$ cat src/rtl/request_issue_queue.sv
// FIFO issue queue feeding pipeline_stage; absorbs requester bursts and honours stall.
// Optional zero-latency empty-queue bypass is enabled by defining ISSUE_QUEUE_BYPASS_EN.

module request_issue_queue_slot #(
  parameter int W = 8
) (
  input  logic         clk,
  input  logic         we,
  input  logic [W-1:0] d,
  output logic [W-1:0] q
);
  // Payload storage only; validity comes from the queue pointers, so no reset needed.
  always_ff @(posedge clk) begin
    if (we) q <= d;
  end
endmodule

module request_issue_queue #(
  parameter int DEPTH         = 4,
  parameter int AF_LEVEL      = 3,
  parameter int ADDRESS_WIDTH = 32,
  parameter int ID_WIDTH      = 8
) (
  input  logic                       clk,
  input  logic                       reset,
  input  logic [ADDRESS_WIDTH-1:0]   in_address,
  input  logic [ID_WIDTH-1:0]        in_id,
  input  logic                       in_valid,
  output logic                       out_stall,
  output logic [ADDRESS_WIDTH-1:0]   out_address,
  output logic [ID_WIDTH-1:0]        out_id,
  output logic                       out_valid,
  input  logic                       in_stall,
  output logic [$clog2(DEPTH):0]     level,
  output logic                       almost_full,
  output logic                       overflow_err
);
  localparam int AW = $clog2(DEPTH);
  localparam int LW = AW + 1;

  typedef struct packed {
    logic [ADDRESS_WIDTH-1:0] address;
    logic [ID_WIDTH-1:0]      id;
  } entry_t;
  localparam int EW = $bits(entry_t);

  logic [AW:0]               wr_ptr, rd_ptr;
  logic [AW-1:0]             wr_idx, rd_idx;
  logic [DEPTH-1:0][EW-1:0]  slot_q;
  logic [DEPTH-1:0]          slot_we;
  entry_t                    in_entry, head, out_entry;
  logic                      full, empty, bypass, push, pop;

  assign wr_idx   = wr_ptr[AW-1:0];
  assign rd_idx   = rd_ptr[AW-1:0];
  assign in_entry = '{address: in_address, id: in_id};
  assign head     = entry_t'(slot_q[rd_idx]);

  // Wrap bit distinguishes full from empty when indices coincide.
  assign empty = (wr_ptr == rd_ptr);
  assign full  = (wr_idx == rd_idx) && (wr_ptr[AW] != rd_ptr[AW]);

`ifdef ISSUE_QUEUE_BYPASS_EN
  assign bypass = empty && in_valid;
`else
  assign bypass = 1'b0;
`endif

  // A bypassed entry accepted downstream this cycle never touches storage.
  assign push = in_valid && !full && !(bypass && !in_stall);
  assign pop  = !empty && !in_stall;

  assign level       = wr_ptr - rd_ptr;
  assign out_stall   = full;
  assign almost_full = (level >= LW'(AF_LEVEL));
  assign out_valid   = !empty || bypass;

  always_comb begin
    out_entry = '0;
    if (bypass)      out_entry = in_entry;
    else if (!empty) out_entry = head;
  end

  assign out_address = out_entry.address;
  assign out_id      = out_entry.id;

  for (genvar g = 0; g < DEPTH; g++) begin : g_slot
    assign slot_we[g] = push && (wr_idx == AW'(g));
    request_issue_queue_slot #(.W(EW)) u_slot (
      .clk (clk),
      .we  (slot_we[g]),
      .d   (in_entry),
      .q   (slot_q[g])
    );
  end

  always_ff @(posedge clk or posedge reset) begin
    if (reset) begin
      wr_ptr       <= '0;
      rd_ptr       <= '0;
      overflow_err <= 1'b0;
    end else begin
      if (push)                  wr_ptr       <= wr_ptr + 1'b1;
      if (pop)                   rd_ptr       <= rd_ptr + 1'b1;
      if (in_valid && out_stall) overflow_err <= 1'b1;
    end
  end
endmodule
$ cat config.mk
export PLATFORM = sky130hd
export DESIGN_NAME = request_issue_queue
export DESIGN_NICKNAME = d
export VERILOG_FILES = /design/src/rtl/request_issue_queue.sv
export SDC_FILE = /design/constraint.sdc
export NUM_CORES = 1
export LEC_CHECK = 0
export CAP_MARGIN = 20
export CORE_MARGIN = 3
export CORE_UTILIZATION = 49
export CTS_CLUSTER_SIZE = 8
export DETAILED_ROUTE_END_ITERATION = 8
export PLACE_DENSITY = 0.76
export REMOVE_ABC_BUFFERS = 1
export SETUP_SLACK_MARGIN = 0.2
export SYNTH_ARGS = -nofsm -noshare
export SYNTH_HDL_FRONTEND = slang
export SYNTH_SLANG_ARGS = --single-unit
$ cat constraint.sdc
create_clock -name clk -period 2.85 [get_ports clk]
set_clock_uncertainty 0.2 [all_clocks]
set_input_delay 0.57 -clock clk [delete_from_list [all_inputs] [get_ports clk]]
set_output_delay 0.57 -clock clk [all_outputs]
set_load 0.02 [all_outputs]
Yosys cells after proc, flatten, opt, wreduce, memory -nomap -nowiden
Index checks and enable logic that the tools add are counted.
- register bits after elaboration: 167
- bits of input ports: 44
- output and inout bits: 47
- word-level logic and storage cells: 33
- add/subtract/negate cells: 3
- $lt $le $gt $ge: 2
- equality and inequality tests: 6
- multiplexer cells: 3
- reductions and logical operators: 12
- operators with widths (operator ; number):
    40-bit binary-select mux with 2-bit select ; 1
    40-bit 2-to-1 mux ; 2
    1-bit logical AND ; 8
    3-bit by 1-bit adder with 3-bit output (second input constant) ; 2
    2-bit == test (second input constant) ; 2
    3-bit == test ; 1
    3-bit by 2-bit greater-or-equal comparator with 1-bit output (second input constant) ; 1
    1-bit logical NOT ; 3
    2-bit by 3-bit < comparator with 1-bit output (second input constant) ; 1
    3-bit subtractor ; 1
    2-bit by 1-bit == test with 1-bit output (second input constant) ; 1
    2-bit == test ; 1
    2-bit logical NOT ; 1
    1-bit != test ; 1

Depth between registers and ports, before layout
- depth in word-level cells: 5
- mapped depth: 8
- gate-level depth less buffers: 6

Hierarchy
From an unflattened synthesis, not the netlist that was laid out.
- cells, all modules: 303
- area, all modules: 6921.6 um2
- by module, submodules not included (module ; instances ; cells each ; area each (um2) ; seq. area each (um2)):
    request_issue_queue_slot ; 4 ; 40 ; 1201.2 ; 1201.2
    request_issue_queue ; 1 ; 143 ; 2117.0 ; 175.2

Worst setup path after synthesis
No wires, ideal clock.
- kind: reg-to-reg
- start point: register rd_ptr[1]
- end point: register g_slot[0].u_slot.q[0], enable pin
- library setup time: 0.401 ns
- arrival: 2.446 ns
- data required time: 2.249 ns
- slack: -0.197 ns
- stages on the path, launching flop included: 8
- buffers on the path: 2
- clock period less this slack: 3.047 ns
- path through: dfrtp_1 clkbuf_1 buf_2 inv_1 ha_1 and2_1 nand2b_1 and3_1
- cells in the longest elaborated chain, start to end: 5
- ends and longest elaborated chain (item ; line ; source):
    start, declared ; 47 ; logic [AW:0] wr_ptr, rd_ptr;
    start signal, assigned ; 104 ; if (pop) rd_ptr <= rd_ptr + 1'b1;
    2-bit == test ; 61 ; assign full = (wr_idx == rd_idx) && (wr_ptr[AW] != rd_ptr[AW]);
    1-bit logical AND ; 61 ;
    1-bit logical NOT ; 70 ; assign push = in_valid && !full && !(bypass && !in_stall);
    1-bit logical AND ; 70 ;
    1-bit logical AND ; 88 ; assign slot_we[g] = push && (wr_idx == AW'(g));
    net g_slot[0].u_slot.we ; 8 ; input logic we,
    end signal, assigned ; 14 ; if (we) q <= d;
    end, declared ; 10 ; output logic [W-1:0] q
The timed path passes the listed nets, and every way through them passes these cells.
A chain may end at the register's enable or synchronous reset.

Final worst setup path
- start point: register rd_ptr[0]
- end point: output port out_id[4]
- cells in the longest elaborated chain, start to end: 3
- elaborated cells on any way between the ends: 4
- those cells by class: eq/ne (1); mux (3)
- ends and longest elaborated chain (item ; line ; source):
    40-bit binary-select mux with 2-bit select ; 57 ; assign head = entry_t'(slot_q[rd_idx]);
    40-bit 2-to-1 mux (not written as such) ; 57 ;
    40-bit 2-to-1 mux (*) ; 81 ; else if (!empty) out_entry = head;
    end, declared ; 31 ; output logic [ID_WIDTH-1:0] out_id,
Every way passes the cells marked *; elsewhere a longest branch is shown, timed or not. The select of a mux whose other input is x is not followed.

==> impl_metrics.py <==
metrics = {
    "global_routing": {
        "track_usage_pct": 18.5,
        "grt_pass1_vias": 3548,
        "grt_overflow_total": 0,
        "grt_max_degree": 23,
        "antenna_found_initial": 0,
        "grt_pass1_wl_mm": 20.1,
    },
    "floorplan": {
        "core_um2": 13300,
        "row_count": 42,
        "dieHeight_um": 123,
        "chipWidth_um": 123,
        "num_io_pins": 91,
        "start_util_pct": 50.2,
        "dieArea_um2": 15100,
    },
    "placement": {
        "routabilityCongestion": 0.752,
        "placedCellCount": 581,
        "hpwl_mm": 7.57,
        "port_buffers": 90,
    },
    "yosys": {
        "synthSimpleGateAreaFrac_pct": 6.34,
        "synth_compound_gate_area_share_pct": 0.675,
        "avgSynthCellArea_um2": 22.0,
        "synth-seq-cells": 167,
        "synthAdderAreaFrac_pct": 1.61,
        "ys_seq_area_share_pct": 74.6,
        "yosysWarnings": 0,
        "synthXorXnorAreaFrac_pct": 0.637,
        "synthMuxAreaShare_pct": 14.1,
        "synth_top_family_by_area": "multiplexers",
        "syn_inst": 304,
        "netlist-cell-type-count": 26,
        "syn_area_um2": 6680,
    },
    "worst_setup_path": {
        "r2r-start": "rd_ptr[0]$_DFFE_PP0P_",
        "path_cells": "buf_8 -> buf_12 -> buf_16 -> mux4_2 -> nor2b_1 -> buf_2",
        "cpMaxStageDelayCell": "dfrtp_4",
        "arrival_ns": 2.05,
        "crit_path_max_fanout": 8,
        "rrSetupSlack_ns": 0.65,
        "critPathLaunchType": "flip-flop",
        "reg2reg_depth": 6,
        "cp_data_required_time_ns": 2.08,
        "endpoint": "out_id[4]",
        "critPathLaunch": "rd_ptr[0]$_DFFE_PP0P_",
        "critPathMaxStageDelay_ns": 0.50,
        "crit_type": "reg2out",
        "r2r-end": "g_slot[2].u_slot.q[33]$_DFFE_PP_",
        "crit_path_end_kind": "output pin",
    },
    "routing": {
        "wl_per_cell_um": 20.4,
        "drt-total-wl_mm": 12.8,
        "vias": 3297,
        "drc": 0,
        "via_per_inst": 5.26,
        "ant_nets": 0,
        "drt_first_pass_iters": 5,
        "first_iter_violations": 265,
    },
    "flow_run": {
        "drv_cap": 0,
    },
    "sta": {
        "finalSetupViolCount": 0,
        "maxSlewHeadroom_pct": 76.4,
        "worstMarginPinSlew_ns": 0.354,
        "finalHoldViolations": 0,
        "final-max-slew-violation-count": 0,
        "fmaxAchievable_mhz": 354,
        "rsz0062_at_grt": "yes",
        "timing.final.crit_share_pct": 99.0,
        "period_needed_ns": 2.82,
    },
    "layout": {
        "fin_nets": 495,
        "antenna_cells": 0,
        "utilization_pct": 67.4,
        "final_common_cell": "edfxtp_1",
        "areaGrowthSynthToFinish_pct": 34.2,
        "most-common-layout-cells": "160 x edfxtp_1, 44 x clkdlybuf4s50_1, 40 x mux4_2",
        "fin_cells": 627,
        "drive_gt1_share_pct": 45.5,
    },
    "power_and_ir_drop": {
        "power.density_nw_per_um2": 1350,
        "peakVddDrop_v": 0.000848,
        "p_leak_uw": 0.00326,
    },
    "clocking": {
        "cts_tree": "done",
        "clkLatencyLatePin_ns": 0.42,
        "clockBufferDepth": 2,
        "cts_buffers": 17,
        "root_buffer": "clkbuf_16",
        "cts.clk_slew.worst_paths_ns": 0.06,
        "htreeDepth": 4,
        "cts.sinks": 167,
        "cts_hold_buf": 0,
    },
    "status": {
        "status": "finished clean",
    },
    "hold_path": {
        "hp-class": "in2async",
    },
}
[cells by family (layout without fill, tap and decap cells)]
kind of cell	Yosys count	in the layout
adder cells (fa/ha/maj)	8	8
AO/OA/AOI/OAI	8	8
XOR/XNOR	4	4
multiplexers	43	43
buffers and inverters	22	168
flip-flops	167	167
AND/OR/NAND/NOR	52	53
[routing by layer]
layer	vias up	routed length, um	track usage [%]	part of all wire (%)
met5	-	0	0	0
met4	0	127	6.58	0.99
met3	8	811	5.62	6.4
met2	112	6710	30.0	53
met1	1687	5120	24.0	40
li1	1490	-	-	-
[worst min path at each step]
stage | from | endpoint | slack, ns | depth (start not counted)
floorplan | reset | overflow_err$_DFFE_PP0P_ | 0.17 | 1
global placement | overflow_err$_DFFE_PP0P_ | overflow_err$_DFFE_PP0P_ | 0.24 | 1
detailed placement | overflow_err$_DFFE_PP0P_ | overflow_err$_DFFE_PP0P_ | 0.25 | 1
CTS | reset | wr_ptr[2]$_DFFE_PP0P_ | 0.19 | 2
global route | reset | wr_ptr[2]$_DFFE_PP0P_ | 0.21 | 2
finish | reset | wr_ptr[2]$_DFFE_PP0P_ | 0.19 | 2
[cells in the mapped netlist, drive strengths merged]
master / number / area, um2
nor2b: 40 / 355
a21oi: 3 / 15.0
clkbuf: 1 / 3.75
xor2: 2 / 17.5
edfxtp: 160 / 4800
and3: 4 / 25.0
dfrtp: 7 / 175
nand2: 4 / 15.0
ha: 7 / 87.6
nand2b: 2 / 12.5
buf: 13 / 105
a21o: 2 / 15.0
fa: 1 / 20.0
xnor2: 2 / 25.0
o21ai: 3 / 15.0
mux4: 40 / 905
inv: 8 / 30.0
and2: 2 / 15.0
mux2: 3 / 33.8
[state kept, by name, summed over array words and instances, names as in the netlist]
signal           count
g_slot.u_slot.q    160
overflow_err         1
rd_ptr               3
wr_ptr               3
[critical path: cells and delay by family, from the launching register on]
family,cells,cell delay [ns]
buf+inv,4,0.57
flops,1,0.50
mux,1,0.42
simple gates,1,0.14
[power by group]
group | switching, uW | total, uW | internal [uW]
logic | 3110 | 6700 | 3590
registers | 156 | 3470 | 3320
clock network | 817 | 1890 | 1070
total | 4090 | 12100 | 7980
[stage by stage]
stage / total power (uW) / cell area (um2) / setup TNS [ns] / setup slack, ns / hold WS [ns]
after global placement: 8840 / 7940 / 0 / 0.0223 / 0.243
after floorplan: 6530 / 6570 / -253.25 / -1.30 / 0.173
after detailed placement: 8910 / 7940 / -0.0855 / -0.0296 / 0.248
final: 12100 / 8960 / 0 / 0.0274 / 0.192
after global routing: 12700 / 8960 / -0.0850 / -0.0256 / 0.208
after CTS: 11500 / 8700 / 0 / 0.00333 / 0.189
[final cells by class]
cell class	count	area, um2
Sequential cell	167	4980
Fill cell	860	4340
Multi-Input combinational cell	116	1770
Timing Repair Buffer	133	1480
Clock buffer	20	437
Tap cell	176	220
Clock inverter	7	36.3
Inverter	8	30.0
[repair_timing]
action                     in CTS  in global routing
resized for setup             271                 50
setup endpoints to repair      46                 43
buffers inserted                8                  6
pin swaps                       3                  1
cloned                          5                  0
No activity file was read; power rests on OpenSTA's default activity.
==> edit (same flow settings) <==
Register the output `level`, without a reset; this adds one clock of latency there. The other outputs are not delayed to match.
--- a/src/rtl/request_issue_queue.sv
+++ b/src/rtl/request_issue_queue.sv
@@ -44,6 +44,8 @@
   } entry_t;
   localparam int EW = $bits(entry_t);
 
+  logic [$clog2(DEPTH):0] level_d;
+
   logic [AW:0]               wr_ptr, rd_ptr;
   logic [AW-1:0]             wr_idx, rd_idx;
   logic [DEPTH-1:0][EW-1:0]  slot_q;
@@ -70,9 +72,9 @@
   assign push = in_valid && !full && !(bypass && !in_stall);
   assign pop  = !empty && !in_stall;
 
-  assign level       = wr_ptr - rd_ptr;
+  assign level_d     = wr_ptr - rd_ptr;
   assign out_stall   = full;
-  assign almost_full = (level >= LW'(AF_LEVEL));
+  assign almost_full = (level_d >= LW'(AF_LEVEL));
   assign out_valid   = !empty || bypass;
 
   always_comb begin
@@ -105,4 +107,8 @@
       if (in_valid && out_stall) overflow_err <= 1'b1;
     end
   end
+  always_ff @(posedge clk) begin
+    level <= level_d;
+  end
+
 endmodule
Function: changed (Yosys sat finds a counterexample within 4 cycles, from zero or initial values and one cycle with reset high).
==> edit against the original RTL <==
  * The flow now finishes with violations (negative setup slack)
  * Area after synthesis is 0.90% higher
  * Sequential share of layout area rose by 0.16 points
  * Total power increased by 0.30%
  * Sequential cell count increased by 3
  * Cell count rose by 0.64%
  * Wire length decreased by 2.8%
  * Design area grew 0.91%
  * Die area up 0.86%
  * Worst setup slack got worse by 0.037 ns
  * Non-clock buffer count decreased by 4
  * Via count is 0.27% higher
  * Worst hold slack improved by 0.015 ns
  * Critical path type unchanged
  * Critical endpoint is now out_address[5]
  * Largest cell class unchanged
  * Largest power group unchanged
==> edit: results (changes against the original RTL) <==
STA
  – Max-slew headroom: 0.699 (was 0.764)
  – Final Setup Violations: 1 (was 0)
  – Total Negative Setup Slacks: -0.00945 ns (was 0 ns)
  – PnR worst setup slack: -0.00945 ns (was 0.0274 ns)

Power and ir drop
  – Psw: 3.96 mW (was 4.09 mW)
  – Overall power: 12.1 mW (about the same)
  – Leakage: 3.27 nW (was 3.26 nW)
  – Seq. pwr: 3.54 mW (was 3.47 mW)

Layout
  – Layout fillers: 862 (was 860)
  – Fin nets: 494 (was 495)
  – Register Area: 0.00504 mm² (was 0.00498 mm²)

Global route
  – Global-route wire length before repair: 18700 µm (was 20100 µm)
  – Largest net degree at the start of global routing: 43 (was 23)
  – GRT Resource Usage Total: 0.172 (was 0.185)
  – Vias in the first global route: 3447 (was 3548)

Placement
  – Pre-CTS setup slack: -0.0205 ns (was -0.0296 ns)
  – Placed cells: 580 (was 581)
  – Dpl cell area: 0.00798 mm² (was 0.00794 mm²)
  – GP Congestion: 0.778 (was 0.752)
  – HPWL Detailed: 7470 µm (was 7570 µm)

Route
  – DR vias: 3306 (was 3297)
  – WL/cell: 19.7 µm (was 20.4 µm)
  – WL final: 12400 µm (was 12800 µm)
  – Detailed Route Iter0 Violations: 288 (was 265)

Logic synthesis
  – Synth cell types: 27 (was 26)
  – Async SR Flop Fraction: 0.0412 (was 0.0419)
  – Register area share after synthesis: 0.748 (was 0.746)
  – Ranking of synthesized cells by area: edfxtp_1 (71%), mux4_2 (13%), nor2b_4 (2.9%), dfrtp_1 (2.6%), nor2b_1 (2.4%) (was edfxtp_1 (72%), mux4_2 (13%), nor2b_4 (2.9%), dfrtp_1 (2.6%), nor2b_1 (2.4%))
  – Post-synthesis average cell area: 21.9 µm² (was 22.0 µm²)

Outcome
  – Failing checks: negative setup slack
  – Status: finished with violations (was finished, final reports clean)

Worst setup path
  – Worst Path Arrival: 2.09 ns (was 2.05 ns)
## edit: final cells by class
cell class | instances | share of cell area
clock buffers | 25 | 0.0581
clock inverters | 7 | 0.00692
inverters | 8 | 0.00360
multi-input cells | 116 | 0.190
flip-flops and latches | 170 | 0.558
well taps | 176 | 0.0244
repair buffers | 129 | 0.159
## edit: cells by family (layout without fill, tap and decap cells)
logic type | count (synthesis) | count (layout) | synth area share
multiplexers | 43 | 43 | 0.139
AND/OR/NAND/NOR | 52 | 53 | 0.0628
adder cells (fa/ha/maj) | 8 | 8 | 0.0160
AO/OA/AOI/OAI | 8 | 8 | 0.00669
XOR/XNOR | 4 | 4 | 0.00632
flip-flops | 170 | 170 | 0.748
buffers and inverters | 22 | 169 | 0.0206
## edit: timing repair
action                                  4_1_cts  5_1_grt
pin swaps                                     2        1
resized for setup                           211       93
setup buffers                                 6        9
endpoints found under the setup margin       43       43
cloned                                        3        1
## edit: critical path: cells and delay by family, from the launching register on
family,cells,cell delay (ns)
adder cells (fa/ha/maj),1,0.25
buffers and inverters,3,0.43
flip-flops,1,0.51
AND/OR/NAND/NOR,3,0.47
## edit: path summary, 6_finish.rpt
kind	depth (start not counted)	to	slack [ns]
max in group asynchronous	2	rd_ptr[0]	1.99
min	2	overflow_err	0.21
max	7	out_address[5]	-0.009
min in group clk	1	overflow_err	0.26
min reg2reg	1	overflow_err	0.26
max reg2reg	8	g_slot[0].u_slot.q[14]	0.44
## edit: layer usage
metal  up-vias  GRT usage  share of wire  routed length (µm)
met5         -          0              0                   0
met4         0     0.0602          0.012                 150
met3        12     0.0590          0.060                 746
met2        96      0.271           0.50                6260
met1      1707      0.224           0.42                5250
li1       1491          -              -                   -
